===== src/rtl/ysyx22041405_rf_wport_arb.sv =====
// Register-file write-port arbiter: pipeline writeback has priority, MDU results queue in a FIFO.
// Optional macro YSYX22041405_RFARB_BYPASS_EN lets an MDU result skip an empty FIFO when the port is free.
module ysyx22041405_rf_wport_arb #(
    parameter int WIDTH      = 32,
    parameter int FIFO_DEPTH = 2,
    parameter int STARVE_MAX = 4
) (
    input  logic                            clk,
    input  logic                            rst,
    input  logic                            wb_we,
    input  logic [4:0]                      wb_waddr,
    input  logic [WIDTH-1:0]                wb_wdata,
    output logic                            wb_stall,
    input  logic                            md_valid,
    output logic                            md_ready,
    input  logic [4:0]                      md_waddr,
    input  logic [WIDTH-1:0]                md_wdata,
    output logic                            rf_we,
    output logic [4:0]                      rf_waddr,
    output logic [WIDTH-1:0]                rf_wdata,
    output logic [$clog2(FIFO_DEPTH):0]     md_pending
);

    localparam int PW = $clog2(FIFO_DEPTH);
    localparam int CW = PW + 1;
    localparam int SW = $clog2(STARVE_MAX + 1);

    localparam logic [CW-1:0] DEPTH_C      = CW'(FIFO_DEPTH);
    localparam logic [SW-1:0] STARVE_MAX_C = SW'(STARVE_MAX);
    localparam logic [SW-1:0] STARVE_LAST  = SW'(STARVE_MAX - 1);

    logic [4:0]       mem_addr [FIFO_DEPTH];
    logic [WIDTH-1:0] mem_data [FIFO_DEPTH];

    logic [PW-1:0] wr_ptr;
    logic [PW-1:0] rd_ptr;
    logic [CW-1:0] count;
    logic [SW-1:0] starve_cnt;

    logic wb_req;
    logic fifo_empty;
    logic md_accept;
    logic grant_wb;
    logic pop;
    logic push;
    logic bypass;

    assign wb_req     = wb_we && (wb_waddr != 5'd0);
    assign fifo_empty = (count == '0);
    assign md_ready   = !rst && (count < DEPTH_C);
    assign md_accept  = md_valid && md_ready;
    assign grant_wb   = wb_req && !wb_stall;
    assign pop        = !grant_wb && !fifo_empty;
    assign md_pending = count;

`ifdef YSYX22041405_RFARB_BYPASS_EN
    assign bypass = !grant_wb && fifo_empty && md_accept && (md_waddr != 5'd0);
`else
    assign bypass = 1'b0;
`endif

    // x0 results complete the handshake but are dropped here
    assign push = md_accept && (md_waddr != 5'd0) && !bypass;

    always_comb begin
        rf_we    = 1'b0;
        rf_waddr = 5'd0;
        rf_wdata = '0;
        if (!rst) begin
            if (grant_wb) begin
                rf_we    = 1'b1;
                rf_waddr = wb_waddr;
                rf_wdata = wb_wdata;
            end else if (pop) begin
                rf_we    = 1'b1;
                rf_waddr = mem_addr[rd_ptr];
                rf_wdata = mem_data[rd_ptr];
            end else if (bypass) begin
                rf_we    = 1'b1;
                rf_waddr = md_waddr;
                rf_wdata = md_wdata;
            end
        end
    end

    always_ff @(posedge clk) begin
        if (push) begin
            mem_addr[wr_ptr] <= md_waddr;
            mem_data[wr_ptr] <= md_wdata;
        end
    end

    always_ff @(posedge clk or posedge rst) begin
        if (rst) begin
            wr_ptr <= '0;
            rd_ptr <= '0;
            count  <= '0;
        end else begin
            if (push) begin
                wr_ptr <= wr_ptr + 1'b1;
            end
            if (pop) begin
                rd_ptr <= rd_ptr + 1'b1;
            end
            if (push && !pop) begin
                count <= count + 1'b1;
            end else if (pop && !push) begin
                count <= count - 1'b1;
            end
        end
    end

    // A stall lands exactly when the head has waited STARVE_MAX cycles, and never twice in a row
    always_ff @(posedge clk or posedge rst) begin
        if (rst) begin
            starve_cnt <= '0;
            wb_stall   <= 1'b0;
        end else begin
            if (pop || fifo_empty) begin
                starve_cnt <= '0;
            end else if (starve_cnt != STARVE_MAX_C) begin
                starve_cnt <= starve_cnt + 1'b1;
            end
            wb_stall <= (starve_cnt == STARVE_LAST) && !fifo_empty && !pop && !wb_stall;
        end
    end

endmodule


===== config.mk =====
export PLATFORM = sky130hd
export DESIGN_NAME = ysyx22041405_rf_wport_arb
export DESIGN_NICKNAME = d
export VERILOG_FILES = /design/src/rtl/ysyx22041405_rf_wport_arb.sv
export SDC_FILE = /design/constraint.sdc
export NUM_CORES = 1
export LEC_CHECK = 0
export ABC_CLOCK_PERIOD_IN_PS = 5000
export CORE_AREA = 2 2 80 140
export DETAILED_ROUTE_END_ITERATION = 12
export DIE_AREA = 0 0 82 142
export PLACE_DENSITY = 0.69
export SLEW_MARGIN = 30
export SYNTH_ARGS = -nofsm -noshare
export SYNTH_HDL_FRONTEND = slang
export SYNTH_SLANG_ARGS = --single-unit

===== constraint.sdc =====
create_clock -name clk -period 5 [get_ports clk]
set_input_delay 1.5 -clock clk [delete_from_list [all_inputs] [get_ports clk]]
set_output_delay 1.5 -clock clk [all_outputs]
set_load 0.1 [all_outputs]

==> results of run 1 <==
==> where the power goes <==
| group | total [mW] | internal, mW | switching [mW] |
|---|---|---|---|
| clock network | 0.626 | 0.398 | 0.228 |
| logic | 1.38 | 0.548 | 0.830 |
| registers | 0.946 | 0.842 | 0.104 |
| total | 2.95 | 1.79 | 1.16 |
==> worst max-delay path by stage <==
| stage | start | end | slack [ps] | depth (start not counted) |
|---|---|---|---|---|
| floorplan | rst | mem_addr[0][0] | -390 | 4 |
| global placement | wb_waddr[3] | rf_wdata[6] | 280 | 6 |
| detailed placement | wb_waddr[3] | rf_wdata[7] | 220 | 6 |
| CTS | wb_waddr[3] | rf_wdata[7] | 220 | 6 |
| global route | wb_waddr[3] | rf_wdata[8] | 140 | 6 |
| finish | wb_waddr[3] | rf_wdata[3] | 220 | 6 |
==> metal layers <==
metal,GRT usage,wire length [um],up-vias
met5,0,0,-
met3,0.04569,485,18
li1,-,-,1280
met4,0.07719,250,0
met1,0.1503,2899,1258
met2,0.3098,5254,82
==> critical path, delay by kind of cell <==
family	cells	cell delay [ps]
simple gates	1	450
mux	1	270
buf+inv	3	890
compound gates	1	140
==> final cells by class <==
| type | instances | area [um^2] | share of cell area |
|---|---|---|---|
| flip-flops and latches | 82 | 2424 | 0.3998 |
| well taps | 130 | 162.7 | 0.02683 |
| repair buffers | 128 | 1662 | 0.2741 |
| clock inverters | 3 | 40.04 | 0.006605 |
| multi-input cells | 181 | 1498 | 0.2471 |
| inverters | 7 | 26.28 | 0.004334 |
| clock buffers | 13 | 250.2 | 0.04128 |
==> cell families after synthesis <==
logic type	synth area share
AND/OR/NAND/NOR	0.09301
flip-flops	0.6209
multiplexers	0.1883
buffers and inverters	0.03271
AO/OA/AOI/OAI	0.04105
XOR/XNOR	0.01123
adder cells (fa/ha/maj)	0.01283
==> placed cells by master, fill, tap and decap left out, drive strengths merged, types with 2 or more instances in the layout <==
| cell | n |
|---|---|
| clkdlybuf4s50 | 80 |
| edfxtp | 74 |
| nand2 | 68 |
| buf | 48 |
| mux2 | 35 |
| mux2i | 34 |
| clkbuf | 13 |
| dfrtp | 8 |
| nor2 | 7 |
| inv | 6 |
| a21oi | 5 |
| nand3 | 4 |
| ha | 4 |
| o211ai | 4 |
| xnor2 | 3 |
| clkinv | 3 |
| nand2b | 2 |
| o41ai | 2 |
| a32o | 2 |
| xor2 | 2 |
| or4 | 2 |
==> state kept, by name (all words and copies together) (netlist names) <==
name        count
mem_addr       10
rd_ptr          1
mem_data       64
starve_cnt      3
wb_stall        1
md_pending      2
wr_ptr          1
==> stage by stage <==
step,setup TNS [ps],hold slack [ps],util
2_1_floorplan,-29370,468.1,-
3_3_place_gp,0,533.6,0.5492
3_5_place_dp,0,542.8,0.5492
4_1_cts,0,550.2,0.5768
5_1_grt,0,587.3,0.5768
6_report,0,546.2,0.5768
==> implementation parameters, run 1 <==
Parameter                              Value

Floorplan
  Die Wd ... 82 um
  Initial core utilization ... 0.3712
  Top-Level Pins ... 120
  Total number of placement rows ... 50
  CORE AREA ... 0.01051 mm^2
  Die Y-Extent ... 142 um
  Die Footprint ... 0.01164 mm^2

Clocking
  TritonCTS clock tree ... built
  CTS clk-pin slew, worst paths ... 50 ps
  Total of hold buffers inserted after clock tree synthesis ... 0
  Clock latency on the worst-skew pair ... 330 ps
  Post-CTS Setup Inserts ... 0
  Number of cells upsized or downsized after cts ... 0
  Number of clock buffers inserted by TritonCTS ... 9
  Sink count of the clock tree ... 82
  Maximum level of the CTS H-tree ... 3
  Largest buffer count on any clock path ... 2
  Root Buffer ... sky130_fd_sc_hd__clkbuf_16

Yosys
  FFs w/ async S/R, synth ... 0.09756
  Synthesized area per cell ... 13.64 um^2
  Most used standard cell by instance count after synthesis ... sky130_fd_sc_hd__edfxtp_1
  Distinct cell type count after synthesis ... 30
  Largest cells by area after synthesis ... sky130_fd_sc_hd__edfxtp_1 (57%), sky130_fd_sc_hd__mux2_2 (10%), sky130_fd_sc_hd__mux2i_1 (8.7%)
  Total of warnings raised by yosys ... 0
  Area of the mapped netlist ... 0.003901 mm^2
  Cell taking the most area after synthesis ... sky130_fd_sc_hd__edfxtp_1
  Sequential cell area fraction in the yosys report ... 0.6209
  Top cells by instance count after synthesis ... sky130_fd_sc_hd__edfxtp_1 (74), sky130_fd_sc_hd__nand2_1 (68), sky130_fd_sc_hd__mux2_2 (35), sky130_fd_sc_hd__mux2i_1 (34), sky130_fd_sc_hd__buf_2 (9)
  Total of flip-flops plus latches after synthesis ... 82
  Area share of the largest cell type after synthesis ... 0.5696
  Synth Flop Type ... sky130_fd_sc_hd__edfxtp_1
  Number of synthesized flops with an enable pin ... 74
  Number of standard cells after synthesis ... 286
  Syn_nets ... 368

Layout
  Layout-stage area growth over the synthesis result ... 55.39%
  Share of layout cells above drive strength 1 ... 0.3454
  Layout Cell Area excl Fill ... 0.006062 mm^2
  Post-layout instance count excluding filler cells ... 544
  Fill cell count ... 872
  ANT cells ... 0
  NumNets Final ... 491

Route
  Routed wire length ... 8889 um
  DR WL/cell ... 16.34 um
  Post-detailed-route count of antenna-violating nets ... 0
  DRC violation total after the first TritonRoute iteration ... 82
  DRC violation count after routing ... 0
  First-pass iteration count of the detailed router ... 4
  Routed via count divided by cell count ... 4.849
  Total number of vias ... 2,638

Setup path
  Cell-by-cell trace of the critical path ... clkdlybuf4s50_1, nor4_2, a21oi_4, buf_12, mux2i_2, buf_12
  Worst Setup Start Kind ... input port
  Path depth of the worst reg2reg path ... 4
  Crit path kind ... in -> out
  Cell at the slowest stage of the critical path ... sky130_fd_sc_hd__clkdlybuf4s50_1
  CP peak stage delay ... 450 ps
  Required time worst endpoint ... 3500 ps
  Internal reg-to-reg setup slack ... 3050 ps
  Arrival @ worst endpoint ... 3280 ps
  Worst setup EP type ... output pin
  Reg2Reg Launch Point ... md_pending[1]
  Top fanout value on the critical path ... 33
  RR Endpoint ... mem_data[1][27]
  Most frequent cell on the critical path ... sky130_fd_sc_hd__buf_12

Outcome
  Run status ... finished clean

Global route
  Maximum number of pins on one net before global-route repair ... 41
  Via count of the first global-routing pass ... 2,811
  Number of antenna violations at the first check in global routing ... 0
  Overall global routing resource usage ... 0.1625
  Wire length of the first global-routing pass ... 13,710 um
  Congestion Overflow GR ... 0

Pwr
  Overall power consumption ... 2.951 mW
  Static leakage ... 2.215 nW
  Power density normalized to cell area ... 486.8 mW/mm^2
  IR drop worst, VDD ... 0.0004884 V

Min path
  Class of the tightest hold or removal check ... reg -> reg
  Worst hold path depth ... 1
  Worst hold path startpoint ... wr_ptr
  Hold Path Sink ... wr_ptr

Place
  Placed instance area ... 0.005772 mm^2
  Weighted congestion reported at the end of routability-driven placement ... 0.8128
  HPWL after detailed placement ... 6214 um
  Number of placed cells counting well taps ... 528
  Number of buffers inserted by port buffering ... 119
  Setup slack at placement ... 220.2 ps

STA
  Final Hold Vio Count ... 0
  Post-route clock period utilization ... 0.9562
  Setup Skew ... 6.141 ps
  Post-layout min period ... 4781 ps
  Highest clock rate ... 0.2092 GHz
  Max-slew violation total from the final report ... 0
  Max transition margin ... 0.3507
  Minimum setup slack in the final design ... 219.2 ps
  Worst Max-Slew Pin Slew ... 971.0 ps
  RSZ-0062 raised after global routing ... no
  Final count of negative-setup-slack endpoints ... 0

Run
  Total of max-cap violations ... 0
(Power assumes the default switching activity.)
==> run 2, diff against run 1 <==
--- a/config.mk
+++ b/config.mk
@@ -6,11 +6,10 @@
 export NUM_CORES = 1
 export LEC_CHECK = 0
 export ABC_CLOCK_PERIOD_IN_PS = 5000
-export CORE_AREA = 2 2 80 140
+export CORE_AREA = 3 3 81 141
 export DETAILED_ROUTE_END_ITERATION = 12
-export DIE_AREA = 0 0 82 142
+export DIE_AREA = 0 0 84 144
 export PLACE_DENSITY = 0.69
-export SLEW_MARGIN = 30
 export SYNTH_ARGS = -nofsm -noshare
 export SYNTH_HDL_FRONTEND = slang
 export SYNTH_SLANG_ARGS = --single-unit
==> run 2 against run 1 <==
Worst setup slack got worse by 54 ps. Clock skew fell by 1.3 ps. Power rose by 1.4%. Non-clock buffer count fell by 1. Count of clock-buffer cells in the layout fell by 3. Wire length rose by 1.1%. Highest routed layer unchanged. Global-route usage fell by 0.87 points. Final area rose by 0.12%. Register-to-register slack got worse by 20 ps. Largest cell class unchanged. First-iteration DRC count rose by 52%. Maximum frequency fell by 1.1%.
==> implementation parameters, run 2 (synthesis gave the netlist of run 1 again) <==
Parameter                              Value

Outcome
  Run status ... finished clean

Route
  DRC violation total after the first TritonRoute iteration ... 125 (+52%)
  Post-detailed-route count of antenna-violating nets ... 0 (unchanged)
  Total number of vias ... 2,668 (+1.1%)
  DRC violation count after routing ... 0 (unchanged)
  DR WL/cell ... 16.68 um (+2.1%)
  Routed via count divided by cell count ... 4.950 (+2.1%)
  Routed wire length ... 8988 um (+1.1%)
  First-pass iteration count of the detailed router ... 4 (unchanged)

Layout
  Fill cell count ... 818 (-6.2%)
  Max reg flops ... 64 (unchanged)
  Flip-flop and latch area ... 0.002424 mm^2 (unchanged)
  Post-layout instance count excluding filler cells ... 539 (-0.92%)
  Largest register by flop count ... mem_data
  Multi-input gate area ... 0.001498 mm^2 (unchanged)
  Most common cell after layout, fill and taps aside ... sky130_fd_sc_hd__clkdlybuf4s50_1
  ANT cells ... 0 (unchanged)
  Commonest non-fill, non-tap cells in the layout ... sky130_fd_sc_hd__clkdlybuf4s50_1 (80), sky130_fd_sc_hd__edfxtp_1 (74), sky130_fd_sc_hd__nand2_1 (68), sky130_fd_sc_hd__buf_12 (40), sky130_fd_sc_hd__mux2_2 (35)
  Registers with the most flip-flops ... mem_data (64), mem_addr (10), starve_cnt (3)
  Share of layout cells above drive strength 1 ... 0.3471 (+0.001677)
  Layout-stage area growth over the synthesis result ... 55.58%
  NumNets Final ... 490 (-0.20%)

Clocking
  TritonCTS clock tree ... built
  Root Buffer ... sky130_fd_sc_hd__clkbuf_16
  Number of cells upsized or downsized after cts ... 0 (unchanged)
  Total of hold buffers inserted after clock tree synthesis ... 0 (unchanged)
  Clock latency on the worst-skew pair ... 330 ps (about the same)
  Maximum level of the CTS H-tree ... 3 (unchanged)
  Post-CTS Setup Inserts ... 0 (unchanged)
  Sink count of the clock tree ... 82 (unchanged)
  Largest buffer count on any clock path ... 2 (unchanged)
  Number of clock buffers inserted by TritonCTS ... 9 (unchanged)
  CTS clk-pin slew, worst paths ... 50 ps (about the same)

Setup path
  Required time worst endpoint ... 3500 ps (about the same)
  Reg2Reg Launch Point ... md_pending[1]
  Worst setup EP type ... output pin
  Top fanout value on the critical path ... 32 (-3.0%)
  Crit path capture ... rf_wdata[28]
  RR Endpoint ... mem_data[0][27]
  Worst setup path startpoint ... wb_waddr[3]
  Crit path kind ... in -> out
  Internal reg-to-reg setup slack ... 3030 ps (-20 ps)
  Path depth of the worst reg2reg path ... 4 (unchanged)
  Worst Setup Start Kind ... input port
  Arrival @ worst endpoint ... 3330 ps (+50 ps)

STA
  Final count of negative-setup-slack endpoints ... 0 (unchanged)
  Max-slew violation total from the final report ... 0 (unchanged)
  Worst Hold Margin ... 570.0 ps (+23.82 ps)
  Post-route clock period utilization ... 0.9669 (+0.01078)
  Highest clock rate ... 0.2068 GHz (-1.1%)
  Worst Max-Slew Pin Slew ... 970.7 ps (-0.3013 ps)
  Final Hold Vio Count ... 0 (unchanged)
  Setup TNS Final ... 0 ps (unchanged)
  Setup Skew ... 4.804 ps (-1.337 ps)
  Post-layout min period ... 4835 ps (+53.90 ps)
  RSZ-0062 raised after global routing ... no
  Max transition margin ... 0.3509 (about the same)

Global route
  Wire length of the first global-routing pass ... 14,210 um (+3.6%)
  Number of antenna violations at the first check in global routing ... 0 (unchanged)
  Congestion Overflow GR ... 0 (unchanged)
  Maximum number of pins on one net before global-route repair ... 41 (unchanged)
  Via count of the first global-routing pass ... 2,879 (+2.4%)
  Overall global routing resource usage ... 0.1538 (-0.008674)

Min path
  Class of the tightest hold or removal check ... reg -> reg

Floorplan
  CORE AREA ... 0.01036 mm^2 (-1.4%)
  Initial core utilization ... 0.3765 (+0.005334)
  Die Wd ... 84 um (+2.4%)
  Total number of placement rows ... 49 (-2.0%)
  Top-Level Pins ... 120 (unchanged)
  Die Y-Extent ... 144 um (+1.4%)
  Die Footprint ... 0.01210 mm^2 (+3.9%)

Place
  Weighted congestion reported at the end of routability-driven placement ... 0.8782 (+8.0%)
  HPWL after detailed placement ... 6534 um (+5.2%)
  Number of placed cells counting well taps ... 524 (-0.76%)
  Number of buffers inserted by port buffering ... 119 (unchanged)

Pwr
  Overall power consumption ... 2.992 mW (+1.4%)
  IR drop worst, VDD ... 0.0003743 V (-23%)
  Static leakage ... 2.212 nW (-0.17%)
  Power density normalized to cell area ... 492.9 mW/mm^2 (+1.3%)

Run
  Total of max-cap violations ... 0 (unchanged)
run 2: per-stage QoR:
stage                     utilization  cell area, um^2  setup slack (ps)
after floorplan                     -             4021            -388.3
after global placement         0.5560             5761             252.9
after detailed placement       0.5560             5761             187.3
after CTS                      0.5858             6070             174.0
after global routing           0.5858             6070             87.49
final                          0.5858             6070             165.3
run 2: report_power, final:
part           switching [mW]  internal, mW  leakage (nW)
sequential              0.105         0.842         0.773
clock                   0.234         0.433         0.145
combinational           0.831         0.547          1.29
run 2: worst min path at each step:
stage / slack (ps) / endpoint / cells past startpoint / start
finish: 570 / wr_ptr / 1 / wr_ptr
CTS: 570 / wr_ptr / 1 / wr_ptr
global placement: 540 / wr_ptr / 1 / wr_ptr
floorplan: 470 / wr_ptr / 1 / wr_ptr
global route: 600 / wr_ptr / 1 / wr_ptr
detailed placement: 560 / wr_ptr / 1 / wr_ptr
run 2: routing by layer:
metal / part of all wire / vias to the layer above / track usage
li1: - / 1274 / -
met2: 0.59 / 82 / 0.2963
met4: 0.021 / 0 / 0.07881
met5: 0 / - / 0
met3: 0.044 / 12 / 0.02851
met1: 0.35 / 1300 / 0.1560
run 2: layout make-up:
| type | count | area share |
|---|---|---|
| Sequential cell | 82 | 0.3993 |
| Timing Repair Buffer | 127 | 0.2725 |
| Multi-Input combinational cell | 181 | 0.2468 |
| Clock buffer | 10 | 0.03772 |
| Tap cell | 127 | 0.02618 |
| Clock inverter | 5 | 0.01319 |
| Inverter | 7 | 0.004329 |
run 2: worst max-delay path, cell delays in order:
cell and delay [ps]:
sky130_fd_sc_hd__clkdlybuf4s50_1 470, sky130_fd_sc_hd__nor4_2 460, sky130_fd_sc_hd__a21oi_4 150, sky130_fd_sc_hd__buf_12 230, sky130_fd_sc_hd__mux2i_2 280, sky130_fd_sc_hd__buf_12 210
==> run 3, diff against run 2 <==
--- a/config.mk
+++ b/config.mk
@@ -6,10 +6,14 @@
 export NUM_CORES = 1
 export LEC_CHECK = 0
 export ABC_CLOCK_PERIOD_IN_PS = 5000
-export CORE_AREA = 3 3 81 141
+export CELL_PAD_IN_SITES_DETAIL_PLACEMENT = 1
+export CELL_PAD_IN_SITES_GLOBAL_PLACEMENT = 2
+export CORE_AREA = 3 3 87 150
 export DETAILED_ROUTE_END_ITERATION = 12
-export DIE_AREA = 0 0 84 144
-export PLACE_DENSITY = 0.69
+export DIE_AREA = 0 0 90 153
+export HOLD_SLACK_MARGIN = 0.15
+export MAX_ROUTING_LAYER = met4
+export PLACE_DENSITY = 0.86
 export SYNTH_ARGS = -nofsm -noshare
 export SYNTH_HDL_FRONTEND = slang
 export SYNTH_SLANG_ARGS = --single-unit
==> run 3 against run 2 <==
Power shrank 1.0%. Flip-flop and latch count is the same. Register-to-register slack lost 60 ps. Clock skew grew 5.3 ps. Wire length grew 15%. Sequential share of layout area shrank 0.33 points. Combinational power is essentially flat. Cell count grew 7.8%. Via count grew 0.97%. Utilization shrank 7.9 points. Clock power shrank 8.5%. First-iteration DRC count grew 29%. Largest power group unchanged.
==> implementation parameters, run 3 (synthesis gave the netlist of run 1 again) <==
Parameter                              Value

Setup path
  Crit path kind ... in -> out
  Worst Setup Start Kind ... input port
  Top fanout value on the critical path ... 5 (-84%)
  Arrival @ worst endpoint ... 3370 ps (+40 ps)
  Worst setup EP type ... output pin
  Required time worst endpoint ... 3500 ps (about the same)

Clocking
  Largest buffer count on any clock path ... 2 (unchanged)
  Number of clock buffers inserted by TritonCTS ... 9 (unchanged)
  Root Buffer ... sky130_fd_sc_hd__clkbuf_16
  Clock latency on the worst-skew pair ... 330 ps (about the same)
  Post-CTS Setup Inserts ... 0 (unchanged)
  Total of hold buffers inserted after clock tree synthesis ... 0 (unchanged)
  Sink count of the clock tree ... 82 (unchanged)
  TritonCTS clock tree ... built
  CTS clk-pin slew, worst paths ... 60 ps (about the same)
  Maximum level of the CTS H-tree ... 3 (unchanged)
  Number of cells upsized or downsized after cts ... 0 (unchanged)

Min path
  Class of the tightest hold or removal check ... reg -> reg

Floorplan
  Top-Level Pins ... 120 (unchanged)
  Total number of placement rows ... 53 (+8.2%)
  CORE AREA ... 0.01207 mm^2 (+16%)
  Initial core utilization ... 0.3232 (-0.05328)
  Die Y-Extent ... 153 um (+6.3%)
  Die Footprint ... 0.01377 mm^2 (+14%)
  Die Wd ... 90 um (+7.1%)

Global route
  Maximum number of pins on one net before global-route repair ... 41 (unchanged)
  Number of antenna violations at the first check in global routing ... 0 (unchanged)
  Via count of the first global-routing pass ... 2,984 (+3.6%)
  Congestion Overflow GR ... 0 (unchanged)
  Wire length of the first global-routing pass ... 16,690 um (+17%)
  Overall global routing resource usage ... 0.1600 (+0.006222)

STA
  Highest clock rate ... 0.2052 GHz (-0.77%)
  Setup Skew ... 10.14 ps (+5.336 ps)
  Worst Max-Slew Pin Slew ... 972.2 ps (+1.569 ps)
  Minimum setup slack in the final design ... 127.6 ps (-37.72 ps)
  Max transition margin ... 0.3498 (-0.001050)
  RSZ-0062 raised after global routing ... no
  Worst Hold Margin ... 552.9 ps (-17.18 ps)
  Max-slew violation total from the final report ... 0 (unchanged)
  Final Hold Vio Count ... 0 (unchanged)
  Final count of negative-setup-slack endpoints ... 0 (unchanged)
  Post-layout min period ... 4872 ps (+37.72 ps)
  Post-route clock period utilization ... 0.9745 (+0.007544)

Place
  Number of buffers inserted by port buffering ... 119 (unchanged)
  Setup slack at placement ... 138.0 ps (-49.26 ps)
  HPWL after detailed placement ... 7916 um (+21%)
  Weighted congestion reported at the end of routability-driven placement ... 0.8357 (-4.8%)
  Number of placed cells counting well taps ... 565 (+7.8%)

Pwr
  Static leakage ... 2.220 nW (+0.39%)
  IR drop worst, VDD ... 0.0002712 V (-28%)
  Power density normalized to cell area ... 483.7 mW/mm^2 (-1.9%)
  Overall power consumption ... 2.960 mW (-1.0%)

Layout
  Multi-input gate area ... 0.001498 mm^2 (unchanged)
  Post-layout instance count excluding filler cells ... 581 (+7.8%)
  NumNets Final ... 493 (+0.61%)
  Largest register by flop count ... mem_data
  Core utilization of the finished layout ... 0.5072 (-0.07865)
  Layout-stage area growth over the synthesis result ... 56.90%
  Share of layout cells above drive strength 1 ... 0.3558 (+0.008682)
  Max reg flops ... 64 (unchanged)
  Commonest non-fill, non-tap cells in the layout ... sky130_fd_sc_hd__clkdlybuf4s50_1 (80), sky130_fd_sc_hd__edfxtp_1 (74), sky130_fd_sc_hd__nand2_1 (68), sky130_fd_sc_hd__buf_12 (41), sky130_fd_sc_hd__mux2_2 (35)
  ANT cells ... 0 (unchanged)
  Flip-flop and latch area ... 0.002424 mm^2 (unchanged)
  Most common cell after layout, fill and taps aside ... sky130_fd_sc_hd__clkdlybuf4s50_1
  Fill cell count ... 1,231 (+50%)
  Registers with the most flip-flops ... mem_data (64), mem_addr (10), starve_cnt (3)

Route
  Routed wire length ... 10,330 um (+15%)
  Post-detailed-route count of antenna-violating nets ... 0 (unchanged)
  Routed via count divided by cell count ... 4.637 (-6.3%)
  First-pass iteration count of the detailed router ... 4 (unchanged)
  DRC violation total after the first TritonRoute iteration ... 161 (+29%)
  DRC violation count after routing ... 0 (unchanged)
  DR WL/cell ... 17.78 um (+6.6%)
  Total number of vias ... 2,694 (+0.97%)

Outcome
  Run status ... finished clean

Run
  Total of max-cap violations ... 0 (unchanged)
## run 3: changes by cell type in the layout (fill, tap and decap cells not counted)
cell,before,now
sky130_fd_sc_hd__inv_6,0,3
sky130_fd_sc_hd__buf_4,7,9
sky130_fd_sc_hd__bufinv_16,2,0
sky130_fd_sc_hd__buf_12,40,41
sky130_fd_sc_hd__clkbuf_1,1,0
sky130_fd_sc_hd__clkinv_2,1,2
sky130_fd_sc_hd__clkinv_4,0,1
sky130_fd_sc_hd__clkinvlp_4,2,1
## run 3: layout make-up
| type | count | share of cell area |
|---|---|---|
| Sequential cell | 82 | 0.3960 |
| Timing Repair Buffer | 130 | 0.2760 |
| Multi-Input combinational cell | 181 | 0.2447 |
| Clock buffer | 9 | 0.03679 |
| Tap cell | 165 | 0.03373 |
| Clock inverter | 7 | 0.008585 |
| Inverter | 7 | 0.004293 |
## run 3: path summary, 6_finish.rpt
check,from,to,cells past startpoint,slack (ps)
hold / removal,wr_ptr,wr_ptr,1,550
max in group asynchronous,rst,wr_ptr,3,3080
hold reg to reg,wr_ptr,wr_ptr,1,550
min in group asynchronous,rst,wb_stall,3,1680
setup / recovery,wb_waddr[3],rf_waddr[4],5,130
setup reg to reg,md_pending[1],mem_data[0][23],4,2970
## run 3: layer usage
layer  share of wire  up-vias  GRT usage
met5               0        -          -
met4           0.012        0    0.04164
met3           0.038        8    0.03151
met2            0.59       65     0.3031
met1            0.36     1337     0.1670
li1                -     1284          -
## run 3: critical path: stages
cell	delay [ps]
sky130_fd_sc_hd__clkdlybuf4s50_1	470
sky130_fd_sc_hd__nor4_2	480
sky130_fd_sc_hd__a21oi_4	160
sky130_fd_sc_hd__o41ai_2	520
sky130_fd_sc_hd__buf_12	240
## run 3: power by group
| group | internal, mW | total (mW) | switching, mW |
|---|---|---|---|
| Clock | 0.340 | 0.610 | 0.269 |
| Combinational | 0.557 | 1.40 | 0.843 |
| Sequential | 0.841 | 0.950 | 0.109 |
| Total | 1.74 | 2.96 | 1.22 |
## run 3: per-stage QoR
step / setup TNS, ps / cell area [um^2]
2_1_floorplan: -29370 / 4021
3_3_place_gp: 0 / 5843
3_5_place_dp: 0 / 5843
4_1_cts: 0 / 6121
5_1_grt: 0 / 6121
6_report: 0 / 6121
